**src/rtl/uart_tx_drain.sv**
```systemverilog
// uart_tx_drain: UART transmitter that drains an upstream byte FIFO.
// Pops one byte whenever the FIFO is non-empty and the line is free. Each byte
// goes out as a start bit, DATA_BITS data bits (LSB first) and STOP_BITS stop
// bits. Frames run back-to-back while the FIFO stays non-empty.
//
// Ports:
//   clock        system clock, posedge
//   reset        synchronous, active-high
//   fifo_ready_i FIFO non-empty
//   fifo_data_i  head-of-FIFO byte, valid while fifo_ready_i is high
//   fifo_read_o  pop strobe to the FIFO (combinational)
//   tx_o         serial line, idles high (registered)
//   busy_o       frame in progress (registered)
module uart_tx_drain #(
  parameter int unsigned CLKS_PER_BIT = 104,
  parameter int unsigned DATA_BITS    = 8,
  parameter int unsigned STOP_BITS    = 1
) (
  input  logic                 clock,
  input  logic                 reset,
  input  logic                 fifo_ready_i,
  input  logic [DATA_BITS-1:0] fifo_data_i,
  output logic                 fifo_read_o,
  output logic                 tx_o,
  output logic                 busy_o
);

  localparam int unsigned BAUD_W  = (CLKS_PER_BIT > 1) ? $clog2(CLKS_PER_BIT) : 1;
  localparam int unsigned BIT_MAX = (DATA_BITS > STOP_BITS) ? DATA_BITS : STOP_BITS;
  localparam int unsigned BIT_W   = (BIT_MAX > 1) ? $clog2(BIT_MAX) : 1;

  typedef enum logic [1:0] {IDLE, START, DATA, STOP} state_t;

  state_t               state_q, state_d;
  logic [BAUD_W-1:0]    baud_q, baud_d;
  logic [BIT_W-1:0]     bit_q, bit_d;
  logic [DATA_BITS-1:0] shift_q, shift_d;
  logic                 tx_d, busy_d;
  logic                 baud_last, last_cycle, pop;

  // State and output registers
  always_ff @(posedge clock) begin
    if (reset) begin
      state_q <= IDLE;
      baud_q  <= '0;
      bit_q   <= '0;
      shift_q <= '0;
      tx_o    <= 1'b1;
      busy_o  <= 1'b0;
    end else begin
      state_q <= state_d;
      baud_q  <= baud_d;
      bit_q   <= bit_d;
      shift_q <= shift_d;
      tx_o    <= tx_d;
      busy_o  <= busy_d;
    end
  end

  // Next-state, pop strobe and next outputs
  always_comb begin
    baud_last  = (baud_q == BAUD_W'(CLKS_PER_BIT - 1));
    last_cycle = (state_q == STOP) && (bit_q == BIT_W'(STOP_BITS - 1)) && baud_last;
    pop        = fifo_ready_i && !reset && ((state_q == IDLE) || last_cycle);

    state_d = state_q;
    baud_d  = baud_last ? '0 : baud_q + 1'b1;
    bit_d   = bit_q;
    shift_d = shift_q;

    case (state_q)
      IDLE: begin
        baud_d = '0;
        bit_d  = '0;
        if (pop) begin
          state_d = START;
          shift_d = fifo_data_i;
        end
      end
      START: begin
        if (baud_last) begin
          state_d = DATA;
          bit_d   = '0;
        end
      end
      DATA: begin
        if (baud_last) begin
          shift_d = shift_q >> 1;
          if (bit_q == BIT_W'(DATA_BITS - 1)) begin
            state_d = STOP;
            bit_d   = '0;
          end else begin
            bit_d = bit_q + 1'b1;
          end
        end
      end
      STOP: begin
        if (baud_last) begin
          if (last_cycle) begin
            bit_d = '0;
            // A pop on the final stop cycle chains straight into the next start bit
            if (pop) begin
              state_d = START;
              shift_d = fifo_data_i;
            end else begin
              state_d = IDLE;
            end
          end else begin
            bit_d = bit_q + 1'b1;
          end
        end
      end
      default: state_d = IDLE;
    endcase

    // Registered line level follows the state being entered
    case (state_d)
      START:   tx_d = 1'b0;
      DATA:    tx_d = shift_d[0];
      default: tx_d = 1'b1;
    endcase
    busy_d = (state_d != IDLE);

    fifo_read_o = pop;
  end

endmodule

```
**config.mk**
```make
export PLATFORM = sky130hd
export DESIGN_NAME = uart_tx_drain
export DESIGN_NICKNAME = d
export VERILOG_FILES = /design/src/rtl/uart_tx_drain.sv
export SDC_FILE = /design/constraint.sdc
export NUM_CORES = 1
export LEC_CHECK = 0
export ABC_AREA = 1
export CAP_MARGIN = 10
export CORE_MARGIN = 4
export CORE_UTILIZATION = 48
export DETAILED_ROUTE_END_ITERATION = 7
export HOLD_SLACK_MARGIN = 0.03
export PLACE_DENSITY_LB_ADDON = 0.2
export SETUP_SLACK_MARGIN = 0.15
export SLEW_MARGIN = 20
export SYNTH_ARGS = -nofsm -noshare
export SYNTH_HDL_FRONTEND = slang
export SYNTH_SLANG_ARGS = --single-unit
```
**constraint.sdc**
```tcl
create_clock -name clock -period 1.5 [get_ports clock]
set_clock_uncertainty 0.2 [all_clocks]
set_input_delay 0.15 -clock clock [delete_from_list [all_inputs] [get_ports clock]]
set_output_delay 0.15 -clock clock [all_outputs]
set_load 0.03 [all_outputs]
```
==> results.yml <==
worst_setup_path:
  rr_worst_depth: 11
  worst_path_dominant_cell_family: "buffers and inverters"
  slowest_stage: "dfxtp_1"
  r2r_end: "tx_o"
  critPathMaxStageDelay_ns: 0.34
  crit_required_ns: 1.15
  rrSetupSlack_ns: -0.28
  cp-endpoint: "fifo_read_o"
  cp_max_fo: 5
  crit_path_start: "state_q[0]"
  crit_chain: "buf_4, nor2_1, inv_2, a21oi_4, buf_6"
  critPathBufInv: 3
  cp.depth: 5
  start_kind: "register"
  crit_type: "register to output port"
  worstPathArrival_ns: 1.46
  cp-end-kind: "output port"
  r2r-start: "baud_q[0]"
drt:
  drt_wl_total_mm: 2.54
  drtIter0Drc: 33
  ant_nets: 0
  wl_per_cell_um: 12.0
  first_pass_iters: 4
  vias: 1092
  remaining_drc_errors: 0
  viasPerCell: 5.15
logic_synthesis:
  synth_area_sq_um: 1130
  ys.flop_type: "dfxtp_1"
  netlist_top_cells_count: "38 x nand2_1, 22 x dfxtp_1, 14 x inv_1"
  syn_inst: 146
  synth_top_area_share_pct: 38.9
  yosys-top-cells-area: "dfxtp_1 39%, nand2_1 13%, inv_1 4.6%"
  synth_edf_count: 0
  seq_area_frac_synth_pct: 38.9
  ys_ff_latch: 22
  synth_nets: 161
  synthArstFlopShare_pct: 0
  synth.avg_cell_area_sq_um: 7.75
  yosys_warnings: 0
  synth_area_leader_cell: "dfxtp_1"
  synth.most_common_cell: "nand2_1"
  ys_types: 28
sta:
  slew_viol_final: 0
  fin_crit_ns: 1.81
  setup_viol: 19
  rsz0062_at_grt: "true"
  hold_viol_final: 0
  min_period_over_period_pct: 120
  max-slew-margin-rel_pct: 83.6
  tightest_slew_ns: 0.243
  layout_setup_ws_ns: -0.305
  fmax_mhz: 554
  hold-worst-slack_ns: 0.177
grt:
  grt_util_met3_pct: 4.60
  busiest_layer: "met2"
  grt_overflow: 0
  met2_usage_pct: 28.9
  gr-usage-all-layers_pct: 17.0
  grt_pass1_vias: 1084
  grt_pass1_wl_mm: 4.37
  antenna_found_initial: 0
  grt_max_degree: 14
  met1_usage_pct: 20.0
floorplanning:
  ioPinCount: 14
  rows: 17
  core_sq_um: 2230
  die_w_um: 56.5
  dieArea_sq_um: 3200
  die_y_um: 56.5
  start_util_pct: 50.6
clocking:
  htree_levels: 1
  cts_tree: "done"
  cts_root_buf: "clkbuf_4"
  ctsLongestPathBuffers: 2
  numCtsBuffers: 3
  clock_latency_ns: 0.31
  clk_pin_slew_ns: 0.13
  clock_sinks: 22
cells_and_area:
  syn2layout_area_growth_pct: 40.5
  drive_above_1_share_pct: 34.8
  fill_cells: 170
  antenna-diode-count: 0
  stdcell_area_sq_um: 1590
  nNetsFinal: 200
  utilization_pct: 71.1
min_path:
  hp-class: "input pin to register"
pwr:
  power.total_mw: 1.25
  ir_drop_mv: 0.604
  p_leak_nw: 0.689
  power_density_nw_per_um2: 784
place:
  place_ws_ns: -0.179
  dp_hpwl_mm: 1.77
  place_area_sq_um: 1430
  gp_congestion: 0.803
  place.port_buffers: 13
outcome:
  outcome: "complete, but fails checks"
  violations: "negative setup slack"
flow_run:
  maxCapViolCount: 0
==> layout make-up <==
type                    instances  area (sq um)  area share [%]
multi-input cells             104           674            42.4
flip-flops and latches         22           445            28.0
clock buffers                   3          22.5            1.42
inverters                      18          67.6            4.25
clock inverters                 1          30.0            1.89
well taps                      28          35.0            2.20
repair buffers                 36           314            19.8
==> flip-flops by register name, summed over array words and instances (netlist names) <==
| register | flops |
|---|---|
| busy_o | 1 |
| tx_o | 1 |
| baud_q | 7 |
| shift_q | 8 |
| bit_q | 3 |
| state_q | 2 |
==> logic make-up after synthesis <==
logic type               after synthesis  synth area share (%)
flip-flops                            22                  38.9
AND/OR/NAND/NOR                       80                  37.2
AO/OA/AOI/OAI                         17                  10.2
XOR/XNOR                               3                  2.32
adder cells (fa/ha/maj)                4                  4.42
buffers and inverters                 20                  6.97
==> report_power, final <==
group / switching, mW / internal (mW) / total, mW
logic: 0.0932 / 0.0844 / 0.178
registers: 0.0105 / 0.604 / 0.614
clock network: 0.183 / 0.270 / 0.454
==> how the worst min path moves through the flow <==
| stage | end | from | slack, ns | depth (start not counted) |
|---|---|---|---|---|
| 3_5_place_dp | shift_q[0] | shift_q[0] | 0.27 | 2 |
| 2_1_floorplan | tx_o | reset | 0.08 | 2 |
| 5_1_grt | shift_q[3] | fifo_data_i[3] | 0.17 | 3 |
| 6_report | shift_q[3] | fifo_data_i[3] | 0.18 | 3 |
| 3_3_place_gp | shift_q[0] | shift_q[0] | 0.26 | 2 |
| 4_1_cts | shift_q[5] | fifo_data_i[5] | 0.18 | 3 |
==> per-layer routing <==
metal	wire length (um)	vias to the layer above
met4	45	0
met3	155	7
met2	1290	36
met5	0	-
li1	-	551
met1	1060	498
==> layout by cell type, fill, tap and decap left out, types with 3 or more instances in the layout <==
cell and n:
inv_1 10, buf_6 3, dfxtp_2 4, buf_4 21
nand2_4 3, nand4_1 3, nand2_2 3, nor2_1 13
dfxtp_1 18, a31oi_1 5, nand3_2 3, clkdlybuf4s50_1 10
o21ai_0 3, inv_2 8, a21oi_2 3, nand2_1 38
clkbuf_4 3, nand3_1 8
==> worst register-to-register path: cells and delay by family, from the launching register on <==
| family | cells | cell delay (ns) |
|---|---|---|
| DFF | 1 | 0.37 |
| buffers and inverters | 1 | 0.14 |
| AOI/OAI and AO/OA | 1 | 0.12 |
| and+or+nand+nor | 8 | 0.71 |
| adders and majority gates | 1 | 0.16 |
==> stage by stage <==
stage	setup TNS [ns]	cells
floorplan	-0.795	146
CTS	-2.45	208
global route	-4.63	212
global placement	-1.13	202
detailed placement	-1.76	202
finish	-2.34	212
==> timing repair <==
item	in CTS	in global routing
setup buffers	2	4
endpoints found under the setup margin	25	23
resized for setup	20	5
pin swaps	7	8
gates cloned	0	0
hold buffers	0	0
Note: power is estimated with default switching activity, not from simulation.
